## src/rtl/uart_cmd_pkg.sv

```systemverilog
// Shared types and frame constants for the remote command link receiver/transmitter.
package uart_cmd_pkg;

  typedef enum logic {
    IDLE     = 1'b0,
    WAIT_LOW = 1'b1
  } asm_state_t;

  localparam int FRAME_BITS = 10;
  localparam int DATA_BITS  = 8;

endpackage

```

## src/rtl/uart_trx.sv

```systemverilog
// 8N1 serialiser/deserialiser, LSB first, BAUD_DIV clocks per bit.
module uart_trx
  import uart_cmd_pkg::*;
#(
  parameter int BAUD_DIV = 2604
) (
  input  logic                 clk,
  input  logic                 rst,
  input  logic                 rx,
  output logic                 tx,
  output logic                 byte_valid,
  output logic                 frame_err,
  output logic [DATA_BITS-1:0] rx_byte,
  input  logic [DATA_BITS-1:0] tx_data,
  input  logic                 trmt,
  output logic                 tx_done
);

  localparam int CW = $clog2(BAUD_DIV);
  localparam logic [CW-1:0] BAUD_LAST = CW'(BAUD_DIV - 1);
  localparam logic [CW-1:0] BAUD_HALF = CW'(BAUD_DIV / 2 - 1);
  localparam logic [3:0]    LAST_BIT  = 4'(FRAME_BITS - 1);
  localparam logic [3:0]    FIRST_DAT = 4'd1;
  localparam logic [3:0]    LAST_DAT  = 4'(DATA_BITS);

  logic                  rx_meta_q, rx_sync_q, rx_prev_q, rx_busy_q;
  logic [CW-1:0]         rx_baud_q;
  logic [3:0]            rx_bit_q;
  logic [DATA_BITS-1:0]  rx_shift_q;
  logic                  rx_stop;

  logic                  tx_busy_q, tx_done_q;
  logic [CW-1:0]         tx_baud_q;
  logic [3:0]            tx_bit_q;
  logic [FRAME_BITS-1:0] tx_shift_q;

  // Sync flops preset high so reset release never looks like a start bit.
  always_ff @(posedge clk or posedge rst) begin
    if (rst) begin
      rx_meta_q  <= 1'b1;
      rx_sync_q  <= 1'b1;
      rx_prev_q  <= 1'b1;
      rx_busy_q  <= 1'b0;
      rx_baud_q  <= '0;
      rx_bit_q   <= '0;
      rx_shift_q <= '0;
    end else begin
      rx_meta_q <= rx;
      rx_sync_q <= rx_meta_q;
      rx_prev_q <= rx_sync_q;
      if (!rx_busy_q) begin
        if (rx_prev_q && !rx_sync_q) begin
          rx_busy_q <= 1'b1;
          rx_baud_q <= BAUD_HALF;
          rx_bit_q  <= '0;
        end
      end else if (rx_baud_q == '0) begin
        rx_baud_q <= BAUD_LAST;
        rx_bit_q  <= rx_bit_q + 4'd1;
        if (rx_bit_q >= FIRST_DAT && rx_bit_q <= LAST_DAT)
          rx_shift_q <= {rx_sync_q, rx_shift_q[DATA_BITS-1:1]};
        if (rx_bit_q == LAST_BIT)
          rx_busy_q <= 1'b0;
      end else begin
        rx_baud_q <= rx_baud_q - CW'(1);
      end
    end
  end

  assign rx_stop    = rx_busy_q && (rx_baud_q == '0) && (rx_bit_q == LAST_BIT);
  assign byte_valid = rx_stop && rx_sync_q;
  assign frame_err  = rx_stop && !rx_sync_q;
  assign rx_byte    = rx_shift_q;

  always_ff @(posedge clk or posedge rst) begin
    if (rst) begin
      tx_busy_q  <= 1'b0;
      tx_done_q  <= 1'b0;
      tx_baud_q  <= '0;
      tx_bit_q   <= '0;
      tx_shift_q <= '1;
    end else if (!tx_busy_q) begin
      if (trmt) begin
        tx_busy_q  <= 1'b1;
        tx_done_q  <= 1'b0;
        tx_shift_q <= {1'b1, tx_data, 1'b0};
        tx_baud_q  <= BAUD_LAST;
        tx_bit_q   <= '0;
      end
    end else if (tx_baud_q == '0) begin
      if (tx_bit_q == LAST_BIT) begin
        tx_busy_q <= 1'b0;
        tx_done_q <= 1'b1;
      end else begin
        tx_shift_q <= {1'b1, tx_shift_q[FRAME_BITS-1:1]};
        tx_bit_q   <= tx_bit_q + 4'd1;
        tx_baud_q  <= BAUD_LAST;
      end
    end else begin
      tx_baud_q <= tx_baud_q - CW'(1);
    end
  end

  assign tx      = tx_shift_q[0] | ~tx_busy_q;
  assign tx_done = tx_done_q;

endmodule

```

## src/rtl/uart_cmd_wrapper.sv

```systemverilog
// Assembles two received bytes (high first) into a 16-bit command; sends response bytes.
// state    | meaning
// IDLE     | waiting for the high byte of a command
// WAIT_LOW | high byte held, waiting for low byte under gap timeout
module uart_cmd_wrapper
  import uart_cmd_pkg::*;
#(
  parameter int BAUD_DIV    = 2604,
  parameter int GAP_TIMEOUT = 2 ** 20
) (
  input  logic        clk,
  input  logic        rst,
  input  logic        RX,
  output logic        TX,
  output logic [15:0] cmd,
  output logic        cmd_rdy,
  input  logic        clr_cmd_rdy,
  input  logic [7:0]  resp,
  input  logic        trmt,
  output logic        tx_done,
  output logic        cmd_dropped,
  output logic        frame_err
);

  localparam int GW = $clog2(GAP_TIMEOUT + 1);
  localparam logic [GW-1:0] GAP_MAX = GW'(GAP_TIMEOUT);

  logic                 byte_valid, rx_frame_err;
  logic [DATA_BITS-1:0] rx_byte;

  asm_state_t           state_q, state_d;
  logic [DATA_BITS-1:0] high_q, high_d;
  logic [15:0]          cmd_q, cmd_d;
  logic                 cmd_rdy_q, cmd_rdy_d;
  logic [GW-1:0]        gap_q, gap_d;
  logic                 dropped;

  uart_trx #(.BAUD_DIV(BAUD_DIV)) u_trx (
    .clk        (clk),
    .rst        (rst),
    .rx         (RX),
    .tx         (TX),
    .byte_valid (byte_valid),
    .frame_err  (rx_frame_err),
    .rx_byte    (rx_byte),
    .tx_data    (resp),
    .trmt       (trmt),
    .tx_done    (tx_done)
  );

  always_ff @(posedge clk or posedge rst) begin
    if (rst) begin
      state_q   <= IDLE;
      high_q    <= '0;
      cmd_q     <= '0;
      cmd_rdy_q <= 1'b0;
      gap_q     <= '0;
    end else begin
      state_q   <= state_d;
      high_q    <= high_d;
      cmd_q     <= cmd_d;
      cmd_rdy_q <= cmd_rdy_d;
      gap_q     <= gap_d;
    end
  end

  // Assembly is evaluated after the acknowledge so a same-cycle set wins.
  always_comb begin
    state_d   = state_q;
    high_d    = high_q;
    cmd_d     = cmd_q;
    cmd_rdy_d = cmd_rdy_q;
    gap_d     = gap_q;
    dropped   = 1'b0;
    if (state_q == WAIT_LOW && gap_q != GAP_MAX)
      gap_d = gap_q + GW'(1);
    if (clr_cmd_rdy)
      cmd_rdy_d = 1'b0;
    case (state_q)
      IDLE: begin
        if (byte_valid) begin
          high_d    = rx_byte;
          cmd_rdy_d = 1'b0;
          gap_d     = '0;
          state_d   = WAIT_LOW;
        end
      end
      WAIT_LOW: begin
        if (byte_valid) begin
          cmd_d     = {high_q, rx_byte};
          cmd_rdy_d = 1'b1;
          state_d   = IDLE;
        end else if (rx_frame_err || gap_q == GAP_MAX) begin
          dropped = 1'b1;
          state_d = IDLE;
        end
      end
      default: state_d = IDLE;
    endcase
  end

  assign cmd         = cmd_q;
  assign cmd_rdy     = cmd_rdy_q;
  assign cmd_dropped = dropped;
  assign frame_err   = rx_frame_err;

endmodule
```

## config.mk

```make
export PLATFORM = sky130hd
export DESIGN_NAME = uart_cmd_wrapper
export DESIGN_NICKNAME = d
export VERILOG_FILES = /design/src/rtl/uart_cmd_pkg.sv /design/src/rtl/uart_trx.sv /design/src/rtl/uart_cmd_wrapper.sv
export SDC_FILE = /design/constraint.sdc
export NUM_CORES = 1
export LEC_CHECK = 0
export CAP_MARGIN = 10
export CORE_MARGIN = 4
export CORE_UTILIZATION = 45
export DETAILED_ROUTE_END_ITERATION = 12
export PLACE_DENSITY = 0.6
export SKIP_CTS_REPAIR_TIMING = 1
export SLEW_MARGIN = 10
export SYNTH_ARGS = -nofsm -noshare
export SYNTH_HDL_FRONTEND = slang
export SYNTH_HIERARCHICAL = 1
export SYNTH_SLANG_ARGS = --single-unit
```

## constraint.sdc

```tcl
create_clock -name clk -period 4.68 [get_ports clk]
set_input_delay 0.702 -clock clk [delete_from_list [all_inputs] [get_ports clk]]
set_output_delay 0.702 -clock clk [all_outputs]
set_load 0.02 [all_outputs]
```

Word-level counts from Yosys, hierarchy flattened

Index checks and enable logic that the tools add are counted.

Reductions and logical operators: 20
Add/sub/neg operators: 5
Order comparisons: 2
Equality and inequality tests: 9
Bitwise gates (word level): 3
Mux-type cells: 44

Operator list:

| operator                | number |
|---|---|
| $mux W12                | 7 |
| $mux W21                | 3 |
| $mux W10                | 4 |
| $mux W4                 | 7 |
| $logic_not A12 Y1       | 2 |
| $sub A12 B1 Y12 const B | 2 |
| $add A21 B1 Y21 const B | 1 |
| $eq A21 B21 Y1 const B  | 1 |
| $mux W1                 | 21 |
| $ne A21 B21 Y1 const B  | 1 |
| $reduce_and A3 Y1       | 3 |
| $add A4 B1 Y4 const B   | 2 |
| $eq A4 B4 Y1 const B    | 2 |
| $ne A2 B2 Y1 const B    | 4 |
| $reduce_and A2 Y1       | 4 |
| $logic_and A1 B1 Y1     | 7 |
| $ge A4 B1 Y1 const B    | 1 |
| $le A4 B4 Y1 const B    | 1 |
| $pmux W1 S2             | 2 |
| $reduce_bool A2 Y1      | 2 |
| $ne A3 B3 Y1 const B    | 1 |
| $not A1 Y1              | 2 |
| $logic_not A1 Y1        | 1 |
| $logic_or A1 B1 Y1      | 1 |
| $or A1 B1 Y1            | 1 |

Input bits: 13
Logic and storage cells: 100
Output and inout bits: 21
Bits in registers: 103

Longest topological paths before layout

Gate-level depths: netlist (run 1).

Depth in word-level cells: 8
Depth in mapped cells: 10
Gate-level depth less buffers: 10

Modules after synthesis

The synthesis (run 1) kept the hierarchy.

By module, submodules not included:

| module           | area an instance (sq um) | cells an instance | sequential area each (sq um) | instances |
|---|---|---|---|---|
| uart_trx         | 2872.8                   | 271               | 1391.3                       | 1 |
| uart_cmd_wrapper | 2248.4                   | 207               | 1176.1                       | 1 |

Least setup slack after synthesis (run 1)

OpenSTA, ideal clock, no wires.

Kind: register -> output
Start point: reg u_trx.rx_baud_q[7]
End point: out cmd_dropped
Buffers on the path: 0
Path slack: 1.532 ns
Data arrival time: 2.446 ns
Required time: 3.978 ns
Stages on the path, launching flop included: 8
Cells stage by stage: dfrtp_1 > or3_1 > nor3_2 > nand2_1 > nor3_1 > clkinv_1 > nand2_1 > o21ba_2

Elaborated cells between the ends (all ways): 9
Those cells by class: mux: 3; reduce/logical: 6

RTL lines:

| what                              | line                   | RTL |
|---|---|---|
| from (decl)                       | uart_trx.sv:27         | `logic [CW-1:0] rx_baud_q;` |
| from (signal assigned)            | uart_trx.sv:65         | `rx_baud_q <= rx_baud_q - CW'(1);` |
| $logic_not A12 Y1                 | uart_trx.sv:70         | `assign rx_stop = rx_busy_q && (rx_baud_q == '0) && (rx_bit_q == LAST_BIT);` |
| $logic_and A1 B1 Y1 (2 in series) | uart_trx.sv:70         |  |
| $logic_and A1 B1 Y1               | uart_trx.sv:71         | `assign byte_valid = rx_stop && rx_sync_q;` |
| net byte_valid                    | uart_cmd_wrapper.sv:28 | `logic byte_valid, rx_frame_err;` |
| $mux W1                           | uart_cmd_wrapper.sv:89 | `if (byte_valid) begin` |
| $mux W1                           | uart_cmd_wrapper.sv:79 | `case (state_q)` |
| to (decl)                         | uart_cmd_wrapper.sv:21 | `output logic cmd_dropped,` |

The timed path passes the listed nets, and every way through them passes these cells.

Worst setup path after layout (run 1)

Start point: reg u_trx.rx_busy_q
End point: out cmd_dropped

Elaborated cells between the ends (all ways): 8
Those cells by class: mux: 3; reduce/logical: 5

RTL lines:

| what                              | line                   | RTL |
|---|---|---|
| from (decl)                       | uart_trx.sv:26         | `logic rx_meta_q, rx_sync_q, rx_prev_q, rx_busy_q;` |
| from (signal assigned)            | uart_trx.sv:43         | `rx_busy_q <= 1'b0;` |
| from (signal assigned)            | uart_trx.sv:53         | `rx_busy_q <= 1'b1;` |
| from (signal assigned)            | uart_trx.sv:63         | `rx_busy_q <= 1'b0;` |
| $logic_and A1 B1 Y1 (2 in series) | uart_trx.sv:70         |  |
| $logic_and A1 B1 Y1               | uart_trx.sv:71         |  |
| net byte_valid                    | uart_cmd_wrapper.sv:28 |  |
| $mux W1                           | uart_cmd_wrapper.sv:89 |  |
| $mux W1                           | uart_cmd_wrapper.sv:79 |  |

The timed path passes the listed nets, and every way through them passes these cells.

==> load_flow_metrics.sql, run 1 <==
INSERT INTO impl_metrics (metric_group, metric, value, unit) VALUES
('critical_path', 'critPathMaxFanout', '14', ''),
('critical_path', 'crit_slowest_cell', 'dfrtp_1', ''),
('timing', 'hold_viol', '0', ''),
('critical_path', 'critPathLaunchType', 'register', ''),
('cells_and_area', 'final_net_count', '538', ''),
('cts', 'cts_max_path_buffers', '2', ''),
('yosys', 'netlist_top_cells_area', 'dfrtp_1 44%, mux2_2 8.4%, dfstp_2 6.2%', ''),
('yosys', 'synthesis.nets', '502', ''),
('floorplanning', 'chipHeight', '115', 'µm'),
('detailed_routing', 'firstDrtPassIters', '4', ''),
('placed_design', 'post-dp-hpwl', '6.89', 'mm'),
('critical_path', 'crit_path_leading_delay_family', 'buffers and inverters', ''),
('cts', 'cts_num_sinks', '102', ''),
('timing', 'worst_clock_skew', '8.00', 'ps'),
('placed_design', 'port_buffers', '33', ''),
('detailed_routing', 'wl', '9.92', 'mm'),
('critical_path', 'end_kind', 'output port', ''),
('yosys', 'synth.yosys.warnings', '6', ''),
('global_route', 'grt_max_degree', '48', ''),
('yosys', 'number_of_synthesized_flops_with_an_enable_pin', '0', ''),
('floorplanning', 'ios', '34', ''),
('timing', 'worst_path_setup_slack_after_routing', '363', 'ps'),
('detailed_routing', 'drc_errors', '0', ''),
('timing', 'slew_viol_final', '0', ''),
('cts', 'number_of_buffers_inserted_during_clock_tree_synthesis', '9', ''),
('global_route', 'grt_pass1_wl', '17.1', 'mm'),
('timing', 'setup_violations', '0', ''),
('cells_and_area', 'antenna_cells', '0', ''),
('critical_path', 'cpPeakStageDelay', '650', 'ps'),
('critical_path', 'critical_path_class', 'reg2out', ''),
('pwr', 'power.static_leakage', '2.61', 'nW'),
('timing', 'final_min_period_over_clock_period', '92.2', '%'),
('pwr', 'design_power_total', '2.26', 'mW'),
('global_route', 'initial_antenna_violation_count', '0', ''),
('floorplanning', 'start_util', '46.6', '%'),
('global_route', 'grt_use_total', '16.3', '%'),
('pwr', 'cellPowerDensity', '384', 'nW/µm²'),
('detailed_routing', 'drtIter0Drc', '187', ''),
('yosys', 'synthesized_instance_count', '478', ''),
('outcome', 'run_status', 'completed', ''),
('floorplanning', 'placement_rows', '38', ''),
('cts', 'insertion_delay', '350', 'ps'),
('yosys', 'synth.cell_area', '5120', 'µm²'),
('critical_path', 'worst-path-buf-inv', '4', ''),
('detailed_routing', 'avgRoutedWirePerCell', '15.1', 'µm'),
('yosys', 'ys_ff_latch', '102', ''),
('cells_and_area', 'finalCoreUtilization', '53.6', '%'),
('floorplanning', 'dieWidth', '115', 'µm'),
('floorplanning', 'die_area', '13200', 'µm²'),
('placed_design', 'place_worst_setup_slack', '778', 'ps'),
('yosys', 'fraction_of_synthesized_cell_area_taken_by_the_top_area_cell_type', '44.0', '%'),
('timing', 'slew_headroom', '35.7', '%'),
('global_route', 'globalRoute.totalOverflow', '0', ''),
('critical_path', 'critical_path_cell_sequence', 'clkinv_1 -> nor3_2 -> nand2_1 -> nor3_1 -> buf_4 -> clkinv_1 -> nand2_1 -> o21ba_2 -> clkdlybuf4s50_1', ''),
('timing', 'timing.fmax', '0.232', 'GHz'),
('cts', 'ctsRootBufferMaster', 'clkbuf_16', ''),
('floorplanning', 'core_area', '11000', 'µm²'),
('cells_and_area', 'layout-drive-gt1-share', '17.7', '%'),
('cts', 'ctsHtreeMaxLevel', '3', ''),
('critical_path', 'required', '3980', 'ps'),
('cells_and_area', 'filler_cell_count', '975', ''),
('yosys', 'synth.lib_cells_used.distinct', '67', ''),
('yosys', 'postSynthAreaPerCell', '10.7', 'µm²'),
('timing', 'timing_worst_slew_pin_value', '963', 'ps'),
('timing', 'post-route-min-period', '4320', 'ps'),
('yosys', 'most_instantiated_flip_flop_cell_in_the_synthesis_netlist', 'dfrtp_1', ''),
('cells_and_area', 'syn_to_final_growth', '15.1', '%'),
('yosys', 'synth.yosys.seq_area_share', '50.1', '%'),
('yosys', 'async_reset_ff_share', '100', '%'),
('detailed_routing', 'number_of_nets_with_antenna_violations_after_routing', '0', ''),
('pwr', 'power.ir.vdd_worst', '349', 'µV'),
('detailed_routing', 'vias_per_cell', '5.50', ''),
('timing', 'tns', '0', 'ps'),
('critical_path', 'data_arrival_time_of_the_critical_path', '3620', 'ps'),
('placed_design', 'gp_routability_congestion', '0.833', ''),
('hold_path', 'hold_path_class', 'reg2reg', ''),
('detailed_routing', 'vias', '3624', ''),
('cts', 'cts_tree', 'built', ''),
('flow_run', 'cap_viol_max_count', '0', ''),
('global_route', 'grt_pass1_vias', '3587', ''),
('yosys', 'post_synthesis_cell_type_with_the_largest_combined_area', 'dfrtp_1', ''),
('timing', 'setup_repair_after_global_routing_missed_its_margin', 'no', ''),
('cts', 'clkSlewWorstSetupHoldPaths', '70', 'ps');
-- routing by layer --
layer / track usage [%] / part of all wire, % / vias to the layer above
met5: 0 / 0 / -
met4: 5.15 / 1.4 / 0
met3: 4.44 / 4.1 / 10
met2: 26.6 / 47 / 70
met1: 20.9 / 47 / 1755
li1: - / - / 1789
-- cell type report --
cell class              instances  area (µm²)  area share [%]
inverters                      20        75.1            1.27
multi-input cells             345        2420            41.1
well taps                     140         175            2.97
repair buffers                 36         353            5.99
clock buffers                   9         225            3.82
clock inverters                 7        72.6            1.23
flip-flops and latches        102        2570            43.6
-- power breakdown --
part           leakage (nW)  internal, mW  switching (mW)
clock network         0.142         0.415           0.335
logic                  1.15         0.181           0.215
registers              1.32          1.00           0.115
-- stage by stage --
step / hold slack (ps) / instances / instance area, µm²
after floorplan: 345 / 478 / 5120
after global placement: 348 / 643 / 5590
after detailed placement: 352 / 643 / 5590
after CTS: 362 / 659 / 5890
after global routing: 365 / 659 / 5890
final: 362 / 659 / 5890
-- cell usage in the layout, fill, tap and decap left out, types with 5 or more instances in the layout --
| cell type | synthesis | final |
|---|---|---|
| nand4_1 | 8 | 8 |
| clkbuf_16 | 0 | 9 |
| a21oi_1 | 11 | 11 |
| mux2i_1 | 13 | 13 |
| inv_1 | 18 | 16 |
| or3_1 | 6 | 6 |
| o211ai_1 | 6 | 6 |
| nand2_1 | 58 | 58 |
| nand3_1 | 18 | 18 |
| xnor2_1 | 8 | 8 |
| nor2_1 | 30 | 30 |
| nor2b_1 | 6 | 6 |
| dfrtp_1 | 90 | 90 |
| nor3_1 | 10 | 10 |
| ha_1 | 11 | 11 |
| or4_1 | 5 | 5 |
| clkdlybuf4s50_1 | 0 | 33 |
| mux2_2 | 38 | 38 |
| nor4_1 | 9 | 9 |
| nand2b_1 | 8 | 8 |
| o21ai_0 | 22 | 22 |
| dfstp_2 | 12 | 12 |
| xor2_1 | 11 | 11 |
-- final timing paths --
path	startpoint	endpoint	slack (ps)	cells after the start
min in group asynchronous	rst	u_trx/tx_baud_q[8]$_DFFE_PP0P_	810	2
hold / removal	u_trx/rx_meta_q$_DFF_PP1_	u_trx/rx_sync_q$_DFF_PP1_	360	0
hold reg to reg	u_trx/rx_meta_q$_DFF_PP1_	u_trx/rx_sync_q$_DFF_PP1_	360	0
max in group asynchronous	rst	u_trx/rx_prev_q$_DFF_PP1_	3060	3
setup reg to reg	u_trx/rx_busy_q$_DFF_PP0_	cmd[13]$_DFFE_PP0P_	1450	7
setup / recovery	u_trx/rx_busy_q$_DFF_PP0_	cmd_dropped	360	9
-- cell usage after synthesis (3+ instances only) --
cell type,n
buf_2,5
and4_1,3
a21oi_1,11
mux2_2,38
nand3_1,18
nor2_1,30
dfstp_2,12
clkbuf_1,3
or2b_1,3
a31oi_1,3
o22ai_1,3
nor2b_1,6
o21ai_0,22
inv_1,18
nand4_1,8
a21o_1,4
or4_1,5
nand2b_1,8
o211ai_1,6
dfrtp_1,90
xnor2_1,8
xor2_1,11
mux2i_1,13
nor4_1,9
nor3_1,10
a211o_1,3
nand2_1,58
or3_1,6
ha_1,11
-- cell families (layout without fill, tap and decap cells) --
logic type               Yosys count  in the layout  share of synthesized area (%)
AO/OA/AOI/OAI                     75             75                           10.2
XOR/XNOR                          19             19                           3.25
adder cells (fa/ha/maj)           11             11                           2.69
buffers and inverters             31             72                           2.54
flip-flops                       102            102                           50.1
multiplexers                      51             51                           10.9
AND/OR/NAND/NOR                  189            189                           20.3
-- state kept, by name, summed over array words and instances (netlist names), 4 cells and up --
name and flops:
u_trx/rx_bit_q 4, u_trx/rx_baud_q 12, u_trx/tx_bit_q 4, u_trx/tx_shift_q 9, gap_q 21, u_trx/rx_byte 8, cmd 16, high_q 8
u_trx/tx_baud_q 12
(Power assumes the default switching activity.)
==> run 2, diff against run 1 <==
Settings changed: CELL_PAD_IN_SITES_DETAIL_PLACEMENT from default to 1, CELL_PAD_IN_SITES_GLOBAL_PLACEMENT from default to 2, CORE_UTILIZATION 45 to 42, PLACE_DENSITY 0.6 to 0.81, SETUP_SLACK_MARGIN from default to 0.4.
==> load_flow_metrics.sql, run 2 (synthesis results as in run 1) <==
INSERT INTO impl_metrics (metric_group, metric, value, unit) VALUES
('timing', 'slew_viol_final', '0', ''),
('cells_and_area', 'syn_to_final_growth', '15.7', '%'),
('detailed_routing', 'firstDrtPassIters', '4', ''),
('flow_run', 'cap_viol_max_count', '0', ''),
('hold_path', 'hold_path_class', 'reg2reg', ''),
('pwr', 'power.ir.vdd_worst', '240', 'µV'),
('cells_and_area', 'filler_cell_count', '1302', ''),
('critical_path', 'critical_path_class', 'reg2out', ''),
('critical_path', 'worst-path-buf-inv', '2', ''),
('timing', 'worst_clock_skew', '11.5', 'ps'),
('cells_and_area', 'largest_register', 'gap_q', ''),
('detailed_routing', 'wl', '11.5', 'mm'),
('cells_and_area', 'final_common_cell', 'dfrtp_1', ''),
('global_route', 'grt_pass1_vias', '3907', ''),
('timing', 'timing_worst_slew_pin_value', '995', 'ps'),
('floorplanning', 'placement_rows', '40', ''),
('critical_path', 'data_arrival_time_of_the_critical_path', '3260', 'ps'),
('placed_design', 'place_worst_setup_slack', '555', 'ps'),
('cts', 'insertion_delay', '350', 'ps'),
('floorplanning', 'dieWidth', '118', 'µm'),
('detailed_routing', 'drc_errors', '0', ''),
('global_route', 'initial_antenna_violation_count', '0', ''),
('critical_path', 'cpPeakStageDelay', '540', 'ps'),
('cts', 'ctsHtreeMaxLevel', '3', ''),
('timing', 'post-route-min-period', '3960', 'ps'),
('floorplanning', 'start_util', '42.8', '%'),
('global_route', 'grt_max_degree', '48', ''),
('critical_path', 'required', '3980', 'ps'),
('timing', 'worst_path_setup_slack_after_routing', '720', 'ps'),
('critical_path', 'crit_path_leading_delay_family', 'simple AND/OR/NAND/NOR gates', ''),
('cts', 'cts_max_path_buffers', '2', ''),
('pwr', 'design_power_total', '2.31', 'mW'),
('critical_path', 'critPathMaxFanout', '7', ''),
('cts', 'cts_tree', 'built', ''),
('detailed_routing', 'number_of_nets_with_antenna_violations_after_routing', '0', ''),
('outcome', 'run_status', 'completed', ''),
('timing', 'final_min_period_over_clock_period', '84.6', '%'),
('cts', 'number_of_buffers_inserted_during_clock_tree_synthesis', '9', ''),
('cells_and_area', 'layout-drive-gt1-share', '18.3', '%'),
('detailed_routing', 'vias', '3738', ''),
('critical_path', 'crit_slowest_cell', 'clkdlybuf4s50_1', ''),
('timing', 'hold_viol', '0', ''),
('floorplanning', 'core_area', '12000', 'µm²'),
('placed_design', 'gp_routability_congestion', '0.825', ''),
('global_route', 'grt_pass1_wl', '19.5', 'mm'),
('cells_and_area', 'layout_common_cells', '89 x dfrtp_1, 58 x nand2_1, 38 x mux2_2', ''),
('cells_and_area', 'finalCoreUtilization', '49.5', '%'),
('critical_path', 'critical_path_cell_sequence', 'or3_1 -> nor3_4 -> nand2_1 -> nor3_2 -> clkinv_1 -> nand2_1 -> o21ba_2 -> clkdlybuf4s50_1', ''),
('critical_path', 'end_kind', 'output port', ''),
('cells_and_area', 'antenna_cells', '0', ''),
('cts', 'ctsRootBufferMaster', 'clkbuf_16', ''),
('cells_and_area', 'regArea', '2570', 'µm²'),
('cts', 'cts_num_sinks', '102', ''),
('timing', 'setup_violations', '0', ''),
('floorplanning', 'chipHeight', '118', 'µm'),
('floorplanning', 'ios', '34', ''),
('pwr', 'power.static_leakage', '2.62', 'nW'),
('timing', 'tns', '0', 'ps'),
('cts', 'clkSlewWorstSetupHoldPaths', '60', 'ps'),
('placed_design', 'post-dp-hpwl', '8.09', 'mm'),
('timing', 'hold_slack', '361', 'ps'),
('detailed_routing', 'vias_per_cell', '5.61', ''),
('global_route', 'globalRoute.totalOverflow', '0', ''),
('global_route', 'grt_use_total', '17.0', '%'),
('critical_path', 'crit_top_cell', 'nand2_1', ''),
('cells_and_area', 'max_ffs_per_register', '21', ''),
('critical_path', 'critPathLaunchType', 'register', ''),
('detailed_routing', 'drtIter0Drc', '169', ''),
('placed_design', 'port_buffers', '33', ''),
('cells_and_area', 'final_net_count', '539', ''),
('detailed_routing', 'avgRoutedWirePerCell', '17.2', 'µm'),
('timing', 'timing.fmax', '0.253', 'GHz'),
('timing', 'slew_headroom', '33.6', '%'),
('cells_and_area', 'multi_input_comb_area', '2440', 'µm²'),
('pwr', 'cellPowerDensity', '389', 'nW/µm²'),
('floorplanning', 'die_area', '14000', 'µm²'),
('timing', 'setup_repair_after_global_routing_missed_its_margin', 'no', '');
==> run 2: layer usage <==
layer	vias up	track usage (%)	share of wire, %
met5	-	0	0
met3	14	4.02	2.3
met1	1900	21.7	47
li1	1787	-	-
met4	0	5.07	1.5
met2	37	28.8	49
==> run 2: power by group <==
group / switching (mW) / leakage (nW) / internal (mW)
Sequential: 0.122 / 1.32 / 1.00
Combinational: 0.233 / 1.15 / 0.183
Clock: 0.345 / 0.145 / 0.420
Total: 0.700 / 2.62 / 1.61
==> run 2: through the flow <==
stage | instance area [µm²] | std cells
detailed placement | 5610 | 651
finish | 5930 | 666
floorplan | 5120 | 478
CTS | 5910 | 666
global route | 5930 | 666
global placement | 5610 | 651
==> run 2: final timing paths <==
kind / depth (start not counted) / slack [ps] / to / startpoint
max: 8 / 720 / cmd_dropped / u_trx/rx_baud_q[7]$_DFFE_PP0P_
min: 0 / 360 / u_trx/rx_sync_q$_DFF_PP1_ / u_trx/rx_meta_q$_DFF_PP1_
max reg2reg: 10 / 1400 / high_q[2]$_DFFE_PP0P_ / u_trx/rx_baud_q[7]$_DFFE_PP0P_
min reg2reg: 0 / 360 / u_trx/rx_sync_q$_DFF_PP1_ / u_trx/rx_meta_q$_DFF_PP1_
max in group asynchronous: 3 / 2950 / u_trx/tx_shift_q[8]$_DFFE_PP1P_ / rst
min in group asynchronous: 2 / 910 / u_trx/rx_byte[2]$_DFFE_PP0P_ / rst
==> run 2: area by class of cell <==
type / instances / share of cell area [%]
sequential: 102 / 43.3
multi-input combinational: 345 / 41.1
timing repair buffer: 37 / 6.08
clock buffer: 10 / 3.86
tap: 147 / 3.10
inverter: 20 / 1.33
clock inverter: 5 / 1.14
==> edit 1: new RTL, flow settings as in run 2 <==
Change the localparam `FIRST_DAT` of `uart_trx` from 4'd1 to 4'd0.
--- a/src/rtl/uart_trx.sv
+++ b/src/rtl/uart_trx.sv
@@ -20,7 +20,7 @@
   localparam logic [CW-1:0] BAUD_LAST = CW'(BAUD_DIV - 1);
   localparam logic [CW-1:0] BAUD_HALF = CW'(BAUD_DIV / 2 - 1);
   localparam logic [3:0]    LAST_BIT  = 4'(FRAME_BITS - 1);
-  localparam logic [3:0]    FIRST_DAT = 4'd1;
+  localparam logic [3:0]    FIRST_DAT = 4'd0;
   localparam logic [3:0]    LAST_DAT  = 4'(DATA_BITS);
 
   logic                  rx_meta_q, rx_sync_q, rx_prev_q, rx_busy_q;
Behaviour: same outputs for any inputs over 10 cycles, from zero or initial values and one cycle with rst high; that may be too few to reach the edited logic, so the function may still have changed.
==> edit 1 against run 2 <==
- utilization grew 0.32 points
- register-to-register slack improved by 0.53 ns
- total power down 1.6%
- area after synthesis is 1.9% higher
- final area increased by 1.5%
- fmax increased by 3.7%
- setup slack improved by 0.14 ns
- wire length is 1.5% lower
- global-route usage about the same
- sequential cell count stayed put
==> edit 1: results (changes against run 2) <==
- Maximum VDD drop: 0.339 mV (+41%)
- CP delay by family, top: buffers and inverters
- FF/Latch Area: 0.00257 mm2 (about the same)
- Wire per inst: 16.4 um (-4.6%)
- Clock network share of area: 4.89% (-0.11 points)
- Area of the multi-input gates: 0.00248 mm2 (+1.9%)
- Int Pwr: 0.00156 W (-2.8%)
- Top cells by count, synth: 90 x dfrtp_1, 61 x nand2_1, 35 x mux2_2
- CP max FO: 11 (+4)
- First-pass GRT wire length: 19700 um (+1.3%)
- Non-clock inverters: 22 (+10%)
- Met3 routed WL: 346 um (+32%)
- Setup Slack @ Placement: 0.915 ns (+0.359 ns)
- Fraction of layout cells with a size suffix above 1: 20.2% (+1.9 points)
- R2R Path End: cmd[1]$_DFFE_PP0P_
- Total Routing Usage GR: 17.0% (about the same)
- Post-Route M1 WL: 5280 um (-2.0%)
- DP HPWL: 7840 um (-3.1%)
- Number of global-route vias before repair: 3927 (+0.51%)
- Measured slew at the worst slew-check pin: 0.994 ns (-0.000652 ns)
- WL met2: 5530 um (-1.9%)
- Adder-Cell Fraction of Synth Area: 2.64% (-0.049 points)
- Multiplexer share of the synthesized area: 11.0% (+0.11 points)
- Flop pwr share: 50.5% (+1.7 points)
- Status: finished, final reports clean
- Critical path arrival: 3.12 ns (-0.14 ns)
- Power in the clock group: 0.000744 W (-2.7%)
edit 1: cell count changes in the layout (fill, tap and decap cells not counted), sizes merged, moves of 3 or more:
cell and change:
a21oi +4, a31oi +6, and4 +3, inv +7, nand2 +3, nand3 +4
nor2 -3, nor2b -5, o211ai -5, o21ai -9
edit 1: worst max path at each step:
stage	cells past startpoint	slack, ns	endpoint
floorplan	9	1.68	cmd_dropped
CTS	10	0.51	cmd_dropped
global placement	10	1.0	cmd_dropped
detailed placement	10	0.91	cmd_dropped
global route	11	0.58	cmd_dropped
finish	11	0.86	cmd_dropped
edit 1: per-stage QoR:
stage	total power (W)	cell area [um2]	utilization, %	hold WS [ns]	cells
after global routing	0.00243	6010	49.9	0.370	688
after floorplan	0.00143	5220	-	0.345	478
after detailed placement	0.00154	5700	47.2	0.355	669
final	0.00227	6010	49.9	0.365	688
after global placement	0.00152	5700	47.2	0.349	669
after CTS	0.00231	5990	49.7	0.366	685
==> edit 2: new RTL, settings of run 2 <==
Made on the original files. Reset style: synchronous (`rst`), changed in 3 clocked blocks.
--- a/src/rtl/uart_trx.sv
+++ b/src/rtl/uart_trx.sv
@@ -35,7 +35,7 @@
   logic [FRAME_BITS-1:0] tx_shift_q;
 
   // Sync flops preset high so reset release never looks like a start bit.
-  always_ff @(posedge clk or posedge rst) begin
+  always_ff @(posedge clk) begin
     if (rst) begin
       rx_meta_q  <= 1'b1;
       rx_sync_q  <= 1'b1;
@@ -72,7 +72,7 @@
   assign frame_err  = rx_stop && !rx_sync_q;
   assign rx_byte    = rx_shift_q;
 
-  always_ff @(posedge clk or posedge rst) begin
+  always_ff @(posedge clk) begin
     if (rst) begin
       tx_busy_q  <= 1'b0;
       tx_done_q  <= 1'b0;
--- a/src/rtl/uart_cmd_wrapper.sv
+++ b/src/rtl/uart_cmd_wrapper.sv
@@ -48,7 +48,7 @@
     .tx_done    (tx_done)
   );
 
-  always_ff @(posedge clk or posedge rst) begin
+  always_ff @(posedge clk) begin
     if (rst) begin
       state_q   <= IDLE;
       high_q    <= '0;
Formal check against the unedited RTL: differs if rst is asserted again (counterexample within 4 cycles, from zero or initial values and one cycle with rst high); with rst held inactive, the same outputs for 10 cycles.
==> edit 2 against run 2 <==
- first-iteration DRC count rose by 12%
- final area shrank 7.5%
- total power down 17%
- combinational power shrank 47%
- fmax fell by 0.77%
- area after synthesis down 6.9%
- setup slack lost 0.031 ns
- register-to-register slack worse by 0.19 ns
- sequential cell count did not move
- clock power is essentially flat
- wire length is 7.8% higher
- largest cell class is now multi-input combinational cells
- highest routed layer unchanged
==> edit 2: results (changes against run 2) <==
- Largest register by flop count: gap_q
- Placed cell count: 714 (+9.7%)
- Antenna violations before repair: 0 (unchanged)
- R2R Setup Slk: 1.21 ns (-0.19 ns)
- DP HPWL: 8520 um (+5.4%)
- CP max FO: 10 (+3)
- Top cells by count, synth: 102 x dfxtp_1, 89 x nand2_1, 59 x a21oi_1
- Setup Slack @ Placement: 1.00 ns (+0.444 ns)
- Synth area leaders: dfxtp_1 43%, nand2_1 7.0%, a21oi_1 6.2%
- Setup WS post-layout: 0.690 ns (-0.0306 ns)
- Via Count: 4284 (+15%)
- Clock Path Buffers: 2 (unchanged)
- Static Leak: 1.89 nW (-28%)
- Relative slew slack: 29.4% (-4.2 points)
- Sequential-to-total area share from yosys stat: 42.8% (-7.3 points)
- Sequential power: 0.000930 W (-18%)
- Fillcell total: 1311 (+0.69%)
- PwrDens: 350 mW/mm2 (-10%)
- Power in the clock group: 0.000768 W (about the same)
- Largest net degree at the start of global routing: 39 (-19%)
- Clock slew at reported path FFs: 0.07 ns
- Total Routing Usage GR: 19.7% (+2.7 points)
- Slew Limit Fails: 0 (unchanged)
- Max FFs per register: 21 (unchanged)
- Hold slack: 0.455 ns (+0.0943 ns)
- Placer Congestion: 0.831 (+0.73%)
- Status: finished, final reports clean
- Via density: 5.87 (+4.6%)
- Initial drt markers: 190 (+12%)
- First-pass GRT wire length: 20900 um (+7.3%)
- Syn_nets: 590 (+18%)
- Post-Route M1 WL: 6080 um (+13%)
- Int Pwr: 0.00139 W (-13%)
- Met3 routed WL: 435 um (+66%)
- Mapped Avg Cell Area: 8.43 um2 (-21%)
- Number of global-route vias before repair: 4238 (+8.5%)
- Critical path arrival: 3.29 ns (+0.03 ns)
- Skew-Pair Late Insertion Delay: 0.36 ns
- Wire per inst: 16.9 um (-1.7%)
- Final Skew: 0.00355 ns (-0.00796 ns)
- WL met2: 5670 um (+0.46%)
- Ys async rst share: 0% (-100 points)
- YS warnings: 6 (unchanged)
- Port Buffer Count: 33 (unchanged)
- Placed inst area: 0.00518 mm2 (-7.7%)
- Maximum VDD drop: 0.234 mV (-2.5%)
- Final #Nets: 609 (+13%)
- Top_reg_cell synth: dfxtp_1
- Fraction of layout cells with a size suffix above 1: 7.63% (-11 points)
==> edit 2: worst paths after layout <==
path / startpoint / end / cells past startpoint
min: cmd[6]$_SDFFE_PP0P_ / cmd[6]$_SDFFE_PP0P_ / 2
max: u_trx/rx_baud_q[6]$_SDFFE_PP0P_ / cmd_dropped / 8
min reg2reg: cmd[6]$_SDFFE_PP0P_ / cmd[6]$_SDFFE_PP0P_ / 2
max reg2reg: u_trx/rx_baud_q[6]$_SDFFE_PP0P_ / gap_q[13]$_SDFF_PP0_ / 9
==> edit 2: cell families (layout without fill, tap and decap cells) <==
group | after synthesis | in the layout | synth area share [%]
simple gates | 242 | 242 | 26.4
compound gates | 151 | 151 | 21.1
flops | 102 | 102 | 42.8
buf+inv | 44 | 68 | 3.62
fa+ha+maj | 11 | 11 | 2.89
mux | 9 | 9 | 1.89
xor+xnor | 7 | 7 | 1.29
==> edit 2: layer usage <==
metal	vias to the layer above	GRT usage, %
met3	15	4.92
met5	-	0
met1	2108	26.0
met2	58	31.5
met4	0	6.73
li1	2103	-
==> edit 2: cell type report <==
type / count / area (um2) / share of cell area, %
Timing Repair Buffer: 36 / 348 / 6.35
Sequential cell: 102 / 2040 / 37.3
Multi-Input combinational cell: 420 / 2550 / 46.6
Clock buffer: 10 / 229 / 4.18
Tap cell: 140 / 175 / 3.20
Inverter: 16 / 60.1 / 1.10
Clock inverter: 6 / 70.1 / 1.28
==> edit 2: critical path, stage by stage, from the launching register on <==
cell and delay (ns):
dfxtp_1 0.36, or4_1 0.61, nor3_4 0.35, nand2_1 0.27, nor4_1 0.32, buf_4 0.18
nor2_1 0.04, nor3b_1 0.17, clkdlybuf4s50_1 0.63
